**src/rtl/branch_resolve.sv**
```systemverilog
// rtl/branch_resolve.sv - resolves conditional branches against the cmp flag word
// Holds {N,Z,C,V}, tracks one outstanding compare and answers each branch over valid/ready.
module branch_resolve #(
  parameter int AW      = 32,
  parameter int TIMEOUT = 16
) (
  input  logic          clk,
  input  logic          rst,
  input  logic [3:0]    flag_in,
  input  logic          flag_we,
  input  logic          cmp_issue,
  input  logic          br_valid,
  output logic          br_ready,
  input  logic [3:0]    br_cond,
  input  logic [AW-1:0] br_target,
  output logic          resp_valid,
  input  logic          resp_ready,
  output logic          resp_taken,
  output logic [AW-1:0] resp_target,
  output logic          resp_err,
  output logic [3:0]    flags_q,
  output logic          pending
);

  localparam int CW = (TIMEOUT > 2) ? $clog2(TIMEOUT) : 1;

  typedef enum logic [1:0] {IDLE, WAIT, RESP} state_t;

  state_t          state, state_n;
  logic [CW-1:0]   wait_cnt, wait_cnt_n;
  logic [3:0]      cond_q, cond_n;
  logic [AW-1:0]   target_n;
  logic            taken_n, err_n;
  logic [3:0]      eff_flags;
  logic            reserved, resolvable;

  function automatic logic eval_cond(input logic [3:0] c, input logic [3:0] f);
    case (c)
      4'h0:    eval_cond = f[2];
      4'h1:    eval_cond = !f[2];
      4'h2:    eval_cond = f[3];
      4'h3:    eval_cond = !f[3];
      4'h4:    eval_cond = !f[3] && !f[2];
      4'h5:    eval_cond = f[3] || f[2];
      4'h6:    eval_cond = f[1];
      4'h7:    eval_cond = !f[1];
      4'h8:    eval_cond = f[0];
      4'h9:    eval_cond = !f[0];
      4'hE:    eval_cond = 1'b1;
      default: eval_cond = 1'b0;
    endcase
  endfunction

  assign eff_flags  = flag_we ? flag_in : flags_q;
  assign reserved   = (br_cond >= 4'hA) && (br_cond <= 4'hD);
  // AL/NV/reserved never depend on flags, so they need not wait for the compare
  assign resolvable = !pending || flag_we || reserved || (br_cond == 4'hE) || (br_cond == 4'hF);
  assign br_ready   = (state == IDLE);
  assign resp_valid = (state == RESP);

  always_ff @(posedge clk or posedge rst) begin
    if (rst) begin
      flags_q <= 4'b0;
      pending <= 1'b0;
    end else begin
      if (flag_we)
        flags_q <= flag_in;
      if (cmp_issue && !flag_we)
        pending <= 1'b1;
      else if (flag_we && !cmp_issue)
        pending <= 1'b0;
    end
  end

  always_ff @(posedge clk or posedge rst) begin
    if (rst) begin
      state       <= IDLE;
      wait_cnt    <= '0;
      cond_q      <= 4'h0;
      resp_target <= '0;
      resp_taken  <= 1'b0;
      resp_err    <= 1'b0;
    end else begin
      state       <= state_n;
      wait_cnt    <= wait_cnt_n;
      cond_q      <= cond_n;
      resp_target <= target_n;
      resp_taken  <= taken_n;
      resp_err    <= err_n;
    end
  end

  always_comb begin
    state_n    = state;
    wait_cnt_n = wait_cnt;
    cond_n     = cond_q;
    target_n   = resp_target;
    taken_n    = resp_taken;
    err_n      = resp_err;
    case (state)
      IDLE: begin
        if (br_valid) begin
          cond_n   = br_cond;
          target_n = br_target;
          if (resolvable) begin
            taken_n = eval_cond(br_cond, eff_flags);
            err_n   = reserved;
            state_n = RESP;
          end else begin
            wait_cnt_n = '0;
            state_n    = WAIT;
          end
        end
      end
      WAIT: begin
        // flags arriving on the timeout cycle still win
        if (flag_we) begin
          taken_n = eval_cond(cond_q, flag_in);
          err_n   = 1'b0;
          state_n = RESP;
        end else if (wait_cnt == CW'(TIMEOUT - 1)) begin
          taken_n = 1'b0;
          err_n   = 1'b1;
          state_n = RESP;
        end else begin
          wait_cnt_n = wait_cnt + 1'b1;
        end
      end
      RESP: begin
        if (resp_ready)
          state_n = IDLE;
      end
      default: state_n = IDLE;
    endcase
  end

endmodule

```
**config.mk**
```make
export PLATFORM = sky130hd
export DESIGN_NAME = branch_resolve
export DESIGN_NICKNAME = d
export VERILOG_FILES = /design/src/rtl/branch_resolve.sv
export SDC_FILE = /design/constraint.sdc
export NUM_CORES = 1
export LEC_CHECK = 0
export BUFFER_PORTS_ARGS = -buffer_cell sky130_fd_sc_hd__buf_2
export CORE_AREA = 2 2 78 80
export CTS_BUF_LIST = sky130_fd_sc_hd__clkbuf_16
export DETAILED_ROUTE_END_ITERATION = 6
export DIE_AREA = 0 0 80 82
export GPL_ROUTABILITY_DRIVEN = 0
export PLACE_DENSITY_LB_ADDON = 0.15
export SLEW_MARGIN = 5
export SYNTH_ARGS = -nofsm -noshare
export SYNTH_HDL_FRONTEND = slang
export SYNTH_SLANG_ARGS = --single-unit
```
**constraint.sdc**
```tcl
create_clock -name clk -period 2.2 [get_ports clk]
set_input_delay 0.66 -clock clk [delete_from_list [all_inputs] [get_ports clk]]
set_output_delay 0.66 -clock clk [all_outputs]
set_load 0.01 [all_outputs]
```
==> out/metrics.cfg, run 1 <==
[logic_synthesis]
ys_top_cells_by_area=dfrtp_1 55%, mux2_2 19%, o21ai_0 1.8%
synth_ff_type=dfrtp_1
synth_top_cells_by_count=49 x dfrtp_1, 38 x mux2_2, 9 x nor2_1
syn_nets=221
syn_avg_cell_area_sq_um=13.0
ys_seq_area_frac=0.546
synth_edf_count=0
synth.distinct_cells=40
synth_top_cell_by_area=dfrtp_1
async_flop_share=1.00
synth.most_common_cell=dfrtp_1
synth_top_area_frac=0.546
synthCells=173
yosys_register_bits=49
synth_area_sq_um=2240
yosysWarnings=0

[clock_tree]
clockRootBuffer=clkbuf_16
cts_tree=built
numCtsBuffers=5
hold_buffers=0
htreeDepth=2
cts_repair_resize_count=0
clk_path_buf_depth=2
cts_setup_buffers=0
cts.sinks=49
clk_pin_slew_ns=0.07
clock_latency_ns=0.29

[critical_path]
crit_start=state[1]
worstSetupPathType=flop to primary output
r2r_start=state[1]
cpPeakStageDelay_ns=0.45
critical-path-top-delay-family=flip-flops
cp_slowest_cell=dfrtp_1
r2r_end=resp_taken
cp_num_buf_inv=1
cp.required_ns=1.54
path_cells=nor2b_1, buf_2
crit_fanout=5
crit_arrival_ns=1.09
end_kind=primary output
r2r_cells=4
cp-start-kind=flop
reg2reg_setup_slack_ns=0.48

[drt]
via_per_inst=4.91
route.detailed.drc=0
drtAntennaViolNets=0
wl_per_cell_um=13.9
first_pass_iters=4
vias=1674
drt_iter0_markers=36
wirelength_mm=4.74

[place]
dp_hpwl_mm=3.56
postPlaceCellArea_sq_um=2780
dp_cells=333
io_buffers=86
dp_slack_ns=0.187

[timing]
period_share=0.795
fmax_ghz=0.572
setup_slack_ns=0.452
hold_viol_final=0
clock_skew_ns=0.00554
setup_viol=0
relSlewSlack=0.661
rsz0062_at_grt=false
finalMaxSlewViolations=0
tightestPinTransition_ns=0.508
setup_tns_ns=0
min_period_ns=1.75

[pwr]
seqPwrFrac=0.434
power.switching_mw=0.879
power.density_nw_per_um2=1030
p_leak_nw=1.40
fin_total_pwr_mw=3.02
p_int_mw=2.14
switching_share=0.291
combinationalPowerShare=0.286
pwr-share-clk=0.280
peakVddDrop_mv=0.490

[final_layout]
fin_nets=313
design_area_sq_um=2940
n_antenna_cell=0
layoutNonFillerInstCount=341
area_growth_syn_to_layout_pct=31.1
drive_gt1_frac=0.549
fill_cells=548

[floorplanning]
die_w_um=80
initial_utilization=0.391
fp.dieH_um=82
rows=28
fp.coreArea_sq_um=5750
fp.dieArea_sq_um=6560
io_pins=87

[grt]
grt_pass1_vias=1736
grt_first_pass_wirelength_mm=7.87
grt_util_all_layers=0.156
antenna_found_initial=0
grt-ovfl-total=0
grt_max_degree=29

[outcome]
status=completed

[run]
maxCapViolCount=0

[min_path]
holdCritPathClass=input pin to asynchronous set/reset pin

[routing by layer]
layer	up-vias	global-route usage	wire, um
li1	805	-	-
met4	0	0.0542	49
met1	816	0.189	2030
met5	-	0	0
met3	5	0.0451	264
met2	48	0.265	2390
[layout by cell type, fill, tap and decap left out, drive strengths merged, types with 3 or more instances in the layout]
master | synthesis | layout
a21oi | 3 | 3
a31oi | 3 | 3
buf | 6 | 92
clkbuf | 1 | 5
dfrtp | 49 | 49
inv | 7 | 8
mux2 | 39 | 39
nand2 | 8 | 8
nand3 | 3 | 3
nor2 | 9 | 9
nor3 | 3 | 3
o21ai | 9 | 9
xor2 | 3 | 3
[layout make-up]
class | instances | area, sq um | area share
sequential | 49 | 1230 | 0.417
multi-input combinational | 110 | 946 | 0.321
timing repair buffer | 92 | 488 | 0.166
clock buffer | 5 | 125 | 0.0425
tap | 75 | 93.8 | 0.0319
clock inverter | 3 | 37.5 | 0.0128
inverter | 7 | 26.3 | 0.00893
[state kept, by name, summed over array words and instances (netlist names)]
name         cells
cond_q           4
flags_q          4
pending          1
resp_err         1
resp_taken       1
resp_target     32
state            2
wait_cnt         4
[worst max path at each step]
stage	slack (ns)	cells after the start	end
floorplan	0.37	1	cond_q[0]
global placement	0.22	6	resp_taken
detailed placement	0.19	6	resp_taken
CTS	0.43	2	resp_valid
global route	0.27	4	resp_taken
finish	0.45	2	resp_valid
[through the flow]
step	hold slack, ns	util
2_1_floorplan	0.475	-
3_3_place_gp	0.483	0.484
3_5_place_dp	0.491	0.484
4_1_cts	0.414	0.512
5_1_grt	0.445	0.512
6_report	0.391	0.512
[cell families after synthesis]
group / count (synthesis) / synth area share
simple gates: 35 / 0.0870
mux: 42 / 0.218
compound gates: 26 / 0.0831
buf+inv: 14 / 0.0351
fa+ha+maj: 2 / 0.0111
flops: 49 / 0.546
xor+xnor: 5 / 0.0195
[power by group through the flow]
| stage | Combinational (mW) | Clock, mW | Sequential [mW] |
|---|---|---|---|
| 6_report | 0.864 | 0.847 | 1.31 |
| 5_1_grt | 0.949 | 0.904 | 1.36 |
| 4_1_cts | 0.883 | 0.877 | 1.32 |
| 3_5_place_dp | 0.881 | 0 | 1.33 |
| 3_3_place_gp | 0.871 | 0 | 1.33 |
| 2_1_floorplan | 0.431 | 0 | 1.41 |
[worst register-to-register path, cell delays in order, from the launching register on]
cell       delay, ns
dfrtp_1         0.44
nand2b_1        0.31
a2111oi_0       0.46
o311ai_0        0.22
a31oi_1         0.20
(Power assumes the default switching activity.)
==> inputs of run 2 (changes only) <==
clock period = 1.65 ns   (was 2.2 ns; I/O delays follow)
==> out/metrics.cfg, run 2 (synthesis results as in run 1) <==
[outcome]
status=completed

[clock_tree]
hold_buffers=0
clk_pin_slew_ns=0.06
cts_tree=built
clock_latency_ns=0.28
clk_path_buf_depth=2
clockRootBuffer=clkbuf_16
numCtsBuffers=5
cts.sinks=49
htreeDepth=2

[critical_path]
crit_arrival_ns=1.06
crit_fanout=5
cp.required_ns=1.15
r2r_cells=5
cp-start-kind=flop
worstSetupPathType=flop to primary output
end_kind=primary output

[final_layout]
largest_register=resp_target
area_growth_syn_to_layout_pct=36.0
n_antenna_cell=0
largest_reg_flops=32
design_area_sq_um=3050
fin_nets=323
mostFrequentLayoutCell=buf_2
mostFrequentLayoutCells=86 x buf_2, 48 x dfrtp_1, 38 x mux2_2
drive_gt1_frac=0.572

[timing]
setup_viol=0
min_period_ns=1.56
whs_ns=0.226
relSlewSlack=0.691
fmax_ghz=0.642
clock_skew_ns=0.00220
period_share=0.944
tightestPinTransition_ns=0.462
hold_viol_final=0
finalMaxSlewViolations=0
rsz0062_at_grt=false

[floorplanning]
fp.coreArea_sq_um=5750
die_w_um=80
initial_utilization=0.391
fp.dieH_um=82
rows=28
io_pins=87
fp.dieArea_sq_um=6560

[grt]
grt_pass1_vias=1635
grt_max_degree=38
grt-ovfl-total=0
grt_util_all_layers=0.152
antenna_found_initial=0
grt_first_pass_wirelength_mm=7.66

[drt]
vias=1678
drt_iter0_markers=48
first_pass_iters=4
drtAntennaViolNets=0
wirelength_mm=4.77
via_per_inst=4.78
route.detailed.drc=0
wl_per_cell_um=13.6

[min_path]
holdCritPathClass=input pin to asynchronous set/reset pin

[pwr]
peakVddDrop_mv=0.793
power.density_nw_per_um2=1330
p_leak_nw=1.45

[run]
maxCapViolCount=0

[place]
io_buffers=86
dp_hpwl_mm=3.58
postPlaceCellArea_sq_um=2880

-- run 2: path summary, 6_finish.rpt --
check                                 from              end  slack [ns]
setup / recovery                  state[1]       resp_valid        0.09
hold / removal                         rst  resp_target[21]        0.23
setup reg to reg                flags_q[0]       resp_taken        0.10
hold reg to reg            resp_target[20]  resp_target[20]        0.50
max in group asynchronous              rst   resp_target[0]        0.99
min in group clk             br_target[22]  resp_target[22]        0.44
-- run 2: area by class of cell --
type,count,area (sq um)
sequential,49,1230
clock buffer,5,125
inverter,7,30.0
multi-input combinational,110,946
fill,539,2690
timing repair buffer,102,588
clock inverter,3,41.3
tap,75,93.8
-- run 2: what timing repair did --
action | in CTS | in global routing
setup buffers | 0 | 1
resized for setup | 0 | 1
setup endpoints to repair | 0 | 1
-- run 2: report_power, final --
part	switching [mW]	leakage (nW)	internal, mW	total [mW]
sequential	0.206	0.583	1.54	1.75
clock	0.417	0.0775	0.709	1.13
combinational	0.548	0.784	0.641	1.19
total	1.17	1.45	2.89	4.06
-- run 2: routing by layer --
metal / vias to the layer above / global-route usage / share of wire
met1: 791 / 0.193 / 0.44
met2: 60 / 0.249 / 0.47
met5: - / 0 / 0
met3: 4 / 0.0462 / 0.079
met4: 0 / 0.0508 / 0.010
li1: 823 / - / -
-- run 2: per-stage QoR --
stage	setup TNS [ns]	util	setup WS, ns	instances	power (mW)
4_1_cts	0	0.530	0.0659	350	4.12
5_1_grt	0	0.531	0.000769	351	4.32
6_report	0	0.531	0.0928	351	4.06
3_5_place_dp	-0.317	0.501	-0.164	342	2.97
2_1_floorplan	0	-	0.0381	173	2.46
3_3_place_gp	-0.289	0.501	-0.171	342	2.95
-- run 2: worst max-delay path: stages (launching register included) --
cell	delay (ns)
dfrtp_1	0.45
nor2b_1	0.18
buf_2	0.15
==> inputs of run 3 (changes only) <==
MAX_ROUTING_LAYER = met4   (was default)
==> out/metrics.cfg, run 3 (synthesis results as in run 1) <==
[outcome]
status=completed

[final_layout]
mostFrequentLayoutCell=buf_2
fin_nets=323
largest_register=resp_target
layoutNonFillerInstCount=351
drive_gt1_frac=0.572
largest_reg_flops=32
design_area_sq_um=3050
n_antenna_cell=0
area_growth_syn_to_layout_pct=36.0
mostFrequentLayoutCells=86 x buf_2, 48 x dfrtp_1, 38 x mux2_2
utilization=0.531

[clock_tree]
cts_tree=built
clockRootBuffer=clkbuf_16
htreeDepth=2
cts.sinks=49
clock_latency_ns=0.28
numCtsBuffers=5
clk_pin_slew_ns=0.06
clk_path_buf_depth=2

[grt]
grt_max_degree=38
grt_pass1_vias=1636
grt-ovfl-total=0
antenna_found_initial=0
grt_util_all_layers=0.157
grt_first_pass_wirelength_mm=7.66

[drt]
wl_per_cell_um=13.6
drt_iter0_markers=48
wirelength_mm=4.78
via_per_inst=4.79
vias=1683
first_pass_iters=4
drtAntennaViolNets=0
route.detailed.drc=0

[pwr]
peakVddDrop_mv=0.795
p_leak_nw=1.45
power.density_nw_per_um2=1330

[place]
io_buffers=86
dp_cells=342
postPlaceCellArea_sq_um=2880
dp_hpwl_mm=3.58

[critical_path]
cp-start-kind=flop
crit_start=state[1]
end_kind=primary output
r2r_start=flags_q[0]
worstSetupPathType=flop to primary output
cp.required_ns=1.15
crit_arrival_ns=1.06
crit_fanout=5

[timing]
relSlewSlack=0.691
tightestPinTransition_ns=0.462
min_period_ns=1.56
clock_skew_ns=0.00271
setup_viol=0
period_share=0.944
fmax_ghz=0.642
rsz0062_at_grt=false
whs_ns=0.226
finalMaxSlewViolations=0
hold_viol_final=0

[floorplanning]
rows=28
initial_utilization=0.391
die_w_um=80
io_pins=87
fp.dieH_um=82
fp.dieArea_sq_um=6560
fp.coreArea_sq_um=5750

[min_path]
holdCritPathClass=input pin to asynchronous set/reset pin

[run]
maxCapViolCount=0

## run 3: cell counts in the layout (fill, tap and decap cells not counted)
Identical to the previous run, type by type.
## run 3: area by class of cell
| cell class | instances | area, sq um |
|---|---|---|
| clock inverter | 3 | 41.3 |
| timing repair buffer | 102 | 588 |
| inverter | 7 | 30.0 |
| clock buffer | 5 | 125 |
| fill | 539 | 2690 |
| tap | 75 | 93.8 |
| sequential | 49 | 1230 |
| multi-input combinational | 110 | 946 |
## run 3: worst paths after layout
kind / end / slack, ns / cells past startpoint
worst max-delay path: resp_valid / 0.09 / 2
worst min-delay path: resp_target[30] / 0.23 / 2
worst max register to register: resp_taken / 0.10 / 5
worst min register to register: resp_target[20] / 0.50 / 1
max in group asynchronous: resp_target[0] / 0.99 / 3
min in group clk: resp_target[22] / 0.44 / 2
## run 3: power by group
part | switching (mW) | internal (mW)
logic | 0.549 | 0.641
registers | 0.207 | 1.54
clock network | 0.417 | 0.709
## run 3: through the flow
stage,total power [mW],worst slack [ns],setup TNS [ns]
finish,4.07,0.0930,0
global placement,2.95,-0.171,-0.289
floorplan,2.46,0.0381,0
global route,4.32,0.000769,0
CTS,4.12,0.0659,0
detailed placement,2.97,-0.164,-0.317
## run 3: routing by layer
layer  wire, um  vias to the layer above  part of all wire  track usage
met5          0                        -                 0            -
met4         49                        0             0.010       0.0508
met3        318                        4             0.066       0.0352
met2       2260                       60              0.47        0.249
met1       2160                      796              0.45        0.200
li1           -                      823                 -            -
## run 3: repair_timing
item / CTS / global route
gates resized for setup: 0 / 1
hold buffers: 0 / 0
setup endpoints to repair: 0 / 1
buffers inserted: 0 / 1
## run 3: critical path, stage by stage, from the launching register on
cell     delay (ns)
dfrtp_1        0.45
nor2b_1        0.18
buf_2          0.15
